===== src/rtl/calc_pkg.sv =====
// calc_pkg: op and state encodings, seven-segment font table and BCD sizing helper
// shared by fnd_calc_seq and bin2bcd_seq.
package calc_pkg;
    typedef enum logic [1:0] {ADD, SUB, MUL, DIV} op_e;
    typedef enum logic [1:0] {IDLE, CALC, CONV, DONE} state_e;
    // active-low gfedcba, digit 9 in the top byte down to digit 0 in the bottom byte
    localparam logic [79:0] FONT_LUT = {8'h90, 8'h80, 8'hF8, 8'h82, 8'h92,
                                        8'h99, 8'hB0, 8'hA4, 8'hF9, 8'hC0};
    localparam logic [7:0] FONT_DASH = 8'hBF;
    localparam logic [7:0] FONT_BLANK = 8'hFF;
    // decimal digits needed for 2^bits-1 (log10(2) ~ 0.301)
    function automatic int bcd_digits(input int bits);
        return bits * 301 / 1000 + 1;
    endfunction
    function automatic logic [7:0] font_of(input logic [3:0] n);
        return n > 4'd9 ? FONT_BLANK : FONT_LUT[8*n +: 8];
    endfunction
endpackage


===== src/rtl/bin2bcd_seq.sv =====
// bin2bcd_seq: sequential double-dabble, one input bit per cycle; done pulses for one
// cycle when bcd holds the final value, which then stays until the next start.
module bin2bcd_seq
    import calc_pkg::*;
#(
    parameter int BITS = 16,
    parameter int ND = bcd_digits(BITS)
) (
    input  logic            clk,
    input  logic            rst,
    input  logic            start,
    input  logic [BITS-1:0] bin,
    output logic            busy,
    output logic            done,
    output logic [4*ND-1:0] bcd
);
    localparam int SW = 4*ND + BITS;
    localparam int CW = $clog2(BITS + 1);
    logic [SW-1:0] sr, adj;
    logic [CW-1:0] cnt;
    always_comb begin
        adj = sr;
        for (int i = 0; i < ND; i++)
            if (sr[BITS+4*i +: 4] >= 4'd5) adj[BITS+4*i +: 4] = sr[BITS+4*i +: 4] + 4'd3;
    end
    // the load edge also performs the first shift: the BCD field is still zero, so no adjust
    always_ff @(posedge clk or posedge rst)
        if (rst) begin
            sr <= '0;
            cnt <= '0;
            busy <= 1'b0;
            done <= 1'b0;
        end else begin
            done <= 1'b0;
            if (start && !busy) begin
                sr <= SW'(bin) << 1;
                cnt <= CW'(1);
                busy <= 1'b1;
            end else if (busy) begin
                sr <= adj << 1;
                cnt <= cnt + 1'b1;
                if (cnt == CW'(BITS - 1)) begin
                    busy <= 1'b0;
                    done <= 1'b1;
                end
            end
        end
    assign bcd = sr[SW-1 -: 4*ND];
endmodule


===== src/rtl/fnd_calc_seq.sv =====
// fnd_calc_seq: clocked add/sub/mul/restoring-div calculator with BCD conversion and a
// self-scanning seven-segment driver. Define LEADING_ZERO_BLANK_EN to blank leading zeros.
module fnd_calc_seq
    import calc_pkg::*;
#(
    parameter int WIDTH = 8,
    parameter int DIGITS = 4,
    parameter int SCAN_DIV = 100000
) (
    input  logic              i_clk,
    input  logic              i_reset,
    input  logic [WIDTH-1:0]  i_a,
    input  logic [WIDTH-1:0]  i_b,
    input  logic [1:0]        i_select,
    input  logic              i_start,
    input  logic              i_en,
    output logic              o_busy,
    output logic              o_done,
    output logic              o_err,
    output logic              o_neg,
    output logic [DIGITS-1:0] o_digit,
    output logic [7:0]        o_font
);
    localparam int W2 = 2 * WIDTH;
    localparam int ND = bcd_digits(W2);
    localparam int NP = ND > DIGITS ? ND : DIGITS;
    localparam int CW = $clog2(WIDTH + 1);
    localparam int PW = $clog2(SCAN_DIV + 1);
    localparam int IW = $clog2(DIGITS + 1);
    state_e state, state_n;
    op_e op;
    logic [WIDTH-1:0] a, b, rem, rem_n, q_n;
    logic [WIDTH:0] shifted, trial;
    logic [CW-1:0] cnt;
    logic [W2-1:0] res, calc_res;
    logic calc_last, conv_start, conv_busy, conv_done, d_err, d_neg, blank;
    logic [4*ND-1:0] bcd;
    logic [4*NP-1:0] bcd_ext;
    logic [4*DIGITS-1:0] disp;
    logic [PW-1:0] pre;
    logic [IW-1:0] idx;
    logic [3:0] nib;
    bin2bcd_seq #(.BITS(W2), .ND(ND)) u_bcd (
        .clk(i_clk), .rst(i_reset), .start(conv_start), .bin(res),
        .busy(conv_busy), .done(conv_done), .bcd(bcd)
    );
    always_ff @(posedge i_clk or posedge i_reset)
        if (i_reset) state <= IDLE;
        else state <= state_n;
    // during division `a` doubles as the quotient shift register
    always_comb begin
        shifted = {rem, a[WIDTH-1]};
        trial = shifted - (WIDTH+1)'(b);
        q_n = {a[WIDTH-2:0], ~trial[WIDTH]};
        rem_n = trial[WIDTH] ? shifted[WIDTH-1:0] : trial[WIDTH-1:0];
        calc_res = op == ADD ? W2'(a) + W2'(b) :
                   op == SUB ? (a < b ? W2'(b - a) : W2'(a - b)) :
                   op == MUL ? W2'(a) * W2'(b) :
                   b == '0 ? '0 : W2'(q_n);
        calc_last = op != DIV || b == '0 || cnt == CW'(WIDTH - 1);
        state_n = state == IDLE && i_start ? CALC :
                  state == CALC && calc_last ? CONV :
                  state == CONV && conv_done ? DONE :
                  state == DONE ? IDLE : state;
        o_busy = state != IDLE;
        o_done = state == DONE;
        conv_start = state == CONV && !conv_busy && !conv_done;
        bcd_ext = (4*NP)'(bcd);
    end
    always_ff @(posedge i_clk or posedge i_reset)
        if (i_reset) begin
            a <= '0;
            b <= '0;
            op <= ADD;
            rem <= '0;
            cnt <= '0;
            res <= '0;
            o_err <= 1'b0;
            o_neg <= 1'b0;
            disp <= '0;
            d_err <= 1'b0;
            d_neg <= 1'b0;
        end else begin
            if (state == IDLE && i_start) begin
                a <= i_a;
                b <= i_b;
                op <= op_e'(i_select);
                rem <= '0;
                cnt <= '0;
                o_err <= 1'b0;
                o_neg <= 1'b0;
            end
            if (state == CALC) begin
                a <= q_n;
                rem <= rem_n;
                cnt <= cnt + 1'b1;
                res <= calc_res;
                o_neg <= op == SUB && a < b;
                o_err <= op == DIV && b == '0;
            end
            if (state == CONV && conv_done) o_err <= o_err | (|(bcd_ext >> (4*DIGITS)));
            if (state == DONE) begin
                disp <= bcd_ext[4*DIGITS-1:0];
                d_err <= o_err;
                d_neg <= o_neg;
            end
        end
    always_ff @(posedge i_clk or posedge i_reset)
        if (i_reset) begin
            pre <= '0;
            idx <= '0;
        end else begin
            pre <= pre == PW'(SCAN_DIV - 1) ? '0 : pre + 1'b1;
            if (pre == PW'(SCAN_DIV - 1)) idx <= idx == IW'(DIGITS - 1) ? '0 : idx + 1'b1;
        end
    always_comb begin
        nib = disp[4*idx +: 4];
`ifdef LEADING_ZERO_BLANK_EN
        blank = idx != '0 && (disp >> (4*idx)) == '0;
`else
        blank = 1'b0;
`endif
        o_font = d_err ? FONT_DASH : blank ? FONT_BLANK : font_of(nib);
        if (d_neg && idx == IW'(DIGITS - 1)) o_font[7] = 1'b0;
        o_digit = i_en ? ~(DIGITS'(1) << idx) : '1;
    end
endmodule


===== config.mk =====
export PLATFORM = sky130hd
export DESIGN_NAME = fnd_calc_seq
export DESIGN_NICKNAME = d
export VERILOG_FILES = /design/src/rtl/calc_pkg.sv /design/src/rtl/bin2bcd_seq.sv /design/src/rtl/fnd_calc_seq.sv
export SDC_FILE = /design/constraint.sdc
export NUM_CORES = 1
export LEC_CHECK = 0
export BUFFER_PORTS_ARGS = -buffer_cell sky130_fd_sc_hd__buf_4
export CORE_AREA = 2 2 198 151
export DETAILED_ROUTE_END_ITERATION = 8
export DIE_AREA = 0 0 200 153
export PLACE_DENSITY_LB_ADDON = 0.15
export SETUP_SLACK_MARGIN = 0.15
export SLEW_MARGIN = 20
export SYNTH_ARGS = -nofsm -noshare
export SYNTH_HDL_FRONTEND = slang
export SYNTH_SLANG_ARGS = --single-unit

===== constraint.sdc =====
create_clock -name i_clk -period 8 [get_ports i_clk]
set_input_delay 1.6 -clock i_clk [delete_from_list [all_inputs] [get_ports i_clk]]
set_output_delay 1.6 -clock i_clk [all_outputs]
set_load 0.03 [all_outputs]

==> results_dict.tcl, run 1 <==
set metrics [dict create \
    ant_nets 0 \
    hold_class "reg2reg" \
    crit_end "res[15]$_DFFE_PP0P_" \
    crit_top_cell "fa_1" \
    drt_wl_total_um 26660 \
    relSlewSlack 0.4116 \
    clockRootBuffer "clkbuf_16" \
    stdcell_area_um2 11260 \
    synth_flop_cell "dfrtp_1" \
    post_cts_resized 0 \
    rows 54 \
    yosysSeqAreaShare 0.3281 \
    finalHoldViolCount 0 \
    reg2reg_slack_ns 2.76 \
    synth_edf_count 0 \
    rsz0062_at_grt "false" \
    drive_gt1_frac 0.1010 \
    setup_viol 0 \
    cts_buffers 17 \
    io_buffers 37 \
    critPathKind "reg2reg" \
    slowest_delay_ns 0.54 \
    ys_async_sr_fraction 1.000 \
    path_clk_slew_ns 0.07 \
    synthToLayoutAreaGrowth_pct 13.62 \
    drtIter0Drc 488 \
    critPathLaunchType "register" \
    tritoncts "built" \
    outcome "finished, final reports clean" \
    wire_per_inst_um 17.31 \
    nets 1290 \
    grt_antenna_before_repair 0 \
    timing.final.crit_share 0.6546 \
    fin_crit_ns 5.237 \
    timing.rr.end "res[15]$_DFFE_PP0P_" \
    fmax_mhz 191.0 \
    io_pins 38 \
    cts_num_sinks 130 \
    slew_viol_final 0 \
    dpl.hpwl_um 19950 \
    synthesis.area_um2 9915 \
    vias 7819 \
    route.detailed.drc 0 \
    postSynthCellCount 1112 \
    clk_latency_ns 0.43 \
    die_w_um 200 \
    setup.worst_path.start "a[1]$_DFFE_PP0P_" \
    cts.repair_timing.setup_buffer_count 0 \
    h-tree-depth 4 \
    drv_cap 0 \
    via_per_inst 5.077 \
    grt_max_degree 78 \
    grt_pass1_wl_um 43280 \
    placed_cell_area_um2 10570 \
    fillers 2896 \
    r2r.worst_path.cells 15 \
    r2r_start "a[1]$_DFFE_PP0P_" \
    die_y_um 153 \
    cts-hold-fix-buffers 0 \
    crit_fanout 11 \
    core_um2 28720 \
    ys_warn_count 0 \
    grtUsageTotal 0.1850 \
    cts_buffer_depth 2 \
    cp.arrival_ns 5.60 \
    dieArea_um2 30600 \
    grt-ovfl-total 0 \
    grt_pass1_vias 7643 \
    syn-num-nets 1267 \
    worst_slew_pin_slew_ns 0.8826 \
    initial_core_util 0.3453 \
    ys_types 69 \
    cp-end-kind "register" \
    slowest_stage "fa_1" \
    path_cells "clkinv_1, nor2_1, fa_1, fa_1, fa_1, inv_1, fa_1, inv_1, ha_1, and3_1, a221o_1, a21o_1, a221o_1, nor4_1, nand4bb_1" \
    synth.avg_cell_area_um2 8.916 \
    ys_ff_latch 130 \
    antenna-diode-count 0 \
    finClkSkew_ns 0.008032 \
    fin_tns_setup_ns 0 \
    place_congestion 0.8580 \
    cp.required_ns 8.36 \
    firstDrtPassIters 4 \
]
-- state kept, by name, indices dropped and copies added, names as in the netlist, 3 cells and up --
signal     flops
a              8
b              8
cnt            4
disp          16
idx            3
pre           17
rem            8
res           16
u_bcd.cnt      5
u_bcd.sr      35
-- stage by stage --
| step | hold WS (ns) | cells | setup WS, ns | utilization |
|---|---|---|---|---|
| finish | 0.4753 | 1540 | 2.763 | 0.3923 |
| CTS | 0.4811 | 1540 | 2.723 | 0.3923 |
| global route | 0.5086 | 1540 | 2.403 | 0.3923 |
| floorplan | 0.4446 | 1112 | 2.931 | - |
| global placement | 0.4641 | 1508 | 2.893 | 0.3682 |
| detailed placement | 0.4674 | 1508 | 2.755 | 0.3682 |
-- critical path, delay by kind of cell, from the launching register on --
family,cells,cell delay [ns]
AND/OR/NAND/NOR,4,0.85
adder cells (fa/ha/maj),5,2.39
buffers and inverters,3,0.50
AO/OA/AOI/OAI,3,0.92
flip-flops,1,0.48
-- worst min path at each step --
stage                                          to  depth (start not counted)  slack (ns)                    start
after global placement        disp[8]$_DFFE_PP0P_                          2        0.46      disp[8]$_DFFE_PP0P_
final                            pre[4]$_DFF_PP0_                          1        0.48         pre[4]$_DFF_PP0_
after floorplan               disp[8]$_DFFE_PP0P_                          2        0.44      disp[8]$_DFFE_PP0P_
after CTS                        pre[4]$_DFF_PP0_                          1        0.48         pre[4]$_DFF_PP0_
after detailed placement         pre[4]$_DFF_PP0_                          1        0.47         pre[4]$_DFF_PP0_
after global routing      u_bcd.sr[5]$_DFFE_PP0P_                          2        0.51  u_bcd.sr[4]$_DFFE_PP0P_
-- cell families (layout without fill, tap and decap cells) --
group / after synthesis / in the layout / share of synthesized area
AO/OA/AOI/OAI: 259 / 259 / 0.1609
AND/OR/NAND/NOR: 365 / 365 / 0.1694
adder cells (fa/ha/maj): 133 / 133 / 0.1981
multiplexers: 44 / 44 / 0.05136
flip-flops: 130 / 130 / 0.3281
buffers and inverters: 141 / 177 / 0.05679
XOR/XNOR: 40 / 40 / 0.03534
-- per-layer routing --
layer / up-vias / GRT usage / wire length (um)
met5: - / 0 / 0
met3: 16 / 0.03773 / 1188
met1: 3808 / 0.3021 / 14810
li1: 3834 / - / -
met4: 0 / 0.03986 / 241
met2: 161 / 0.2442 / 10420
-- Yosys cell counts (all sizes together) (18+ instances only) --
master / instances / area [um^2]
a21oi: 64 / 320.3
nand2: 139 / 526.8
nand2b: 21 / 131.4
ha: 93 / 1164
xnor2: 25 / 219.0
clkbuf: 34 / 127.6
inv: 89 / 334.1
dfrtp: 130 / 3253
mux2i: 25 / 250.2
o21ai: 102 / 514.3
fa: 40 / 800.8
nor2: 106 / 397.9
nor2b: 18 / 112.6
nand3: 25 / 125.1
-- cell usage in the layout (no fill, tap or decap), types with 5 or more instances in the layout --
cell / instances
mux2i_1: 25
nand2b_1: 21
mux2_2: 15
and2_1: 7
a221o_1: 8
nor2_1: 106
nor4_1: 5
o22ai_1: 7
nor2b_1: 17
o21ai_0: 99
nand2_1: 137
dfrtp_1: 129
o21bai_1: 6
a211oi_1: 12
nor3_1: 8
a31oi_1: 7
a21oi_1: 64
o31ai_1: 10
clkinv_1: 10
ha_1: 93
bufinv_16: 6
xnor2_1: 25
inv_1: 88
nor3b_1: 8
fa_1: 40
a21o_1: 5
buf_4: 46
nand3_1: 25
clkbuf_16: 17
o21a_1: 5
xor2_1: 15
-- cell type report --
class | instances | area [um^2] | area share
clock buffer | 20 | 466.7 | 0.04143
clock inverter | 12 | 225.2 | 0.01999
inverter | 99 | 376.6 | 0.03343
multi-input combinational | 841 | 6106 | 0.5420
sequential | 130 | 3254 | 0.2889
tap | 392 | 490.5 | 0.04354
timing repair buffer | 46 | 345.3 | 0.03066
Power of run 1 is not shown: default switching activity piles up to over one toggle a cycle in this logic, so the estimate is an artifact.
==> run 2, diff against run 1 <==
Clock period 8 ns to 5.3 ns, I/O delays scaled along.
==> run 2 against run 1 <==
  * Utilization grew 0.49 points
  * Clock skew grew 0.0089 ns
  * Maximum frequency grew 6.8%
  * Critical path type unchanged
  * Sequential share of layout area shrank 0.23 points
  * Wire length grew 1.6%
  * Global-route usage grew 0.43 points
  * Via count grew 1.7%
  * Critical endpoint unchanged
  * Critical path depth shrank 1
==> results_dict.tcl, run 2 (synthesized netlist as in run 1, its figures left out) <==
set metrics [dict create \
    die_w_um 200 \
    cts_num_sinks 130 \
    grt_pass1_vias 7874 \
    setup_viol 0 \
    timing.final.crit_share 0.9254 \
    io_pins 38 \
    drive_gt1_frac 0.1407 \
    antenna-diode-count 0 \
    route.detailed.drc 0 \
    nets 1315 \
    cp-end-kind "register" \
    layout_commonest_cell "nand2_1" \
    rows 54 \
    critPathKind "reg2reg" \
    cts_buffer_depth 2 \
    vias 7950 \
    slowest_stage "fa_1" \
    cp.arrival_ns 5.27 \
    drv_cap 0 \
    timing.hold.ws_ns 0.4745 \
    drt_wl_total_um 27080 \
    hold_class "reg2reg" \
    grtUsageTotal 0.1893 \
    relSlewSlack 0.3712 \
    cp.required_ns 5.66 \
    dieArea_um2 30600 \
    core_um2 28720 \
    wire_per_inst_um 17.30 \
    slew_viol_final 0 \
    grt_max_degree 101 \
    die_y_um 153 \
    dp_slack_ns 0.2289 \
    finalHoldViolCount 0 \
    drtIter0Drc 623 \
    final_cell_mix "nand2_1, dfrtp_1, nor2_1, o21ai_0, ha_1" \
    grt_pass1_wl_um 44550 \
    top_register "u_bcd.sr" \
    firstDrtPassIters 5 \
    worstHoldStart "u_bcd.sr[1]$_DFFE_PP0P_" \
    initial_core_util 0.3453 \
    path_cells "ha_2, fa_1, fa_1, fa_1, inv_1, fa_1, inv_1, ha_1, and3_1, a221o_1, a21o_1, a221o_1, nor4_1, nand4bb_1" \
    tritoncts "built" \
    dpl.hpwl_um 20240 \
    cts-hold-fix-buffers 0 \
    reg2reg_slack_ns 0.40 \
    synthToLayoutAreaGrowth_pct 15.03 \
    grt-ovfl-total 0 \
    ant_nets 0 \
    r2r_start "a[4]$_DFFE_PP0P_" \
    finClkSkew_ns 0.01698 \
    h-tree-depth 4 \
    via_per_inst 5.080 \
    outcome "finished, final reports clean" \
    fin_tns_setup_ns 0 \
    slowest_delay_ns 0.57 \
    clk_latency_ns 0.44 \
    fin_crit_ns 4.904 \
    reg_top3 "u_bcd.sr: 35 flops, pre: 17 flops" \
    place_congestion 0.8895 \
    layout_setup_ws_ns 0.3955 \
    cpLargestDelayFamily "adder cells" \
    largest_reg_flops 35 \
    cts_buffers 17 \
    io_buffers 37 \
    r2r.worst_path.cells 14 \
    fmax_mhz 203.9 \
    hold_depth 2 \
    path_clk_slew_ns 0.07 \
    crit_top_cell "fa_1" \
    critPathLaunchType "register" \
    min_to "u_bcd.sr[2]$_DFFE_PP0P_" \
    worst_slew_pin_slew_ns 0.9398 \
    clockRootBuffer "clkbuf_16" \
    rsz0062_at_grt "false" \
    timing.rr.end "res[15]$_DFFE_PP0P_" \
    crit_fanout 7 \
    grt_antenna_before_repair 0 \
    crit_buf_inv 2 \
]
[run 2: cell count changes in the layout (fill, tap and decap cells not counted), sizes merged]
| cell | previous run | this run |
|---|---|---|
| buf | 46 | 71 |
| inv | 91 | 97 |
| bufinv | 6 | 1 |
| clkinvlp | 3 | 7 |
| clkinv | 11 | 8 |
| clkbuf | 20 | 18 |
[run 2: worst max path at each step]
stage / cells past startpoint / to / from / slack, ns
CTS: 15 / res[15]$_DFFE_PP0P_ / a[2]$_DFFE_PP0P_ / 0.20
finish: 14 / res[15]$_DFFE_PP0P_ / a[4]$_DFFE_PP0P_ / 0.40
floorplan: 15 / res[15]$_DFFE_PP0P_ / a[1]$_DFFE_PP0P_ / 0.49
global route: 15 / res[15]$_DFFE_PP0P_ / a[2]$_DFFE_PP0P_ / 0.15
detailed placement: 15 / res[15]$_DFFE_PP0P_ / a[2]$_DFFE_PP0P_ / 0.23
global placement: 15 / res[15]$_DFFE_PP0P_ / a[2]$_DFFE_PP0P_ / 0.38
[run 2: metrics by stage]
| stage | area [um^2] | util | instances |
|---|---|---|---|
| 6_report | 11400 | 0.3972 | 1565 |
| 5_1_grt | 11400 | 0.3972 | 1565 |
| 4_1_cts | 11230 | 0.3910 | 1550 |
| 3_5_place_dp | 10650 | 0.3708 | 1518 |
| 3_3_place_gp | 10650 | 0.3708 | 1518 |
| 2_1_floorplan | 9915 | - | 1112 |
[run 2: layer usage]
| metal | part of all wire | GRT usage | vias up |
|---|---|---|---|
| met5 | 0 | 0 | - |
| met4 | 0.0087 | 0.03704 | 0 |
| met3 | 0.045 | 0.03133 | 14 |
| met2 | 0.39 | 0.2500 | 157 |
| met1 | 0.56 | 0.3151 | 3891 |
| li1 | - | - | 3888 |
[run 2: what timing repair did]
action                     4_1_cts  5_1_grt
gates resized for setup          0       24
setup endpoints to repair        0        4
buffers inserted                 0       14
[run 2: cell type report]
class / instances / area [um^2]
Timing Repair Buffer: 71 / 553.0
Inverter: 99 / 399.1
Tap cell: 392 / 490.5
Clock inverter: 14 / 141.4
Clock buffer: 18 / 439.2
Sequential cell: 130 / 3268
Multi-Input combinational cell: 841 / 6113
Fill cell: 2896 / 17310
[run 2: worst register-to-register path, cell delays in order, from the launching register on]
cell,delay (ns)
dfrtp_2,0.48
ha_2,0.28
fa_1,0.56
fa_1,0.44
fa_1,0.54
inv_1,0.06
fa_1,0.57
inv_1,0.05
ha_1,0.35
and3_1,0.21
a221o_1,0.35
a21o_1,0.21
a221o_1,0.35
nor4_1,0.22
nand4bb_1,0.16
Power of run 2 is left out for the same reason.
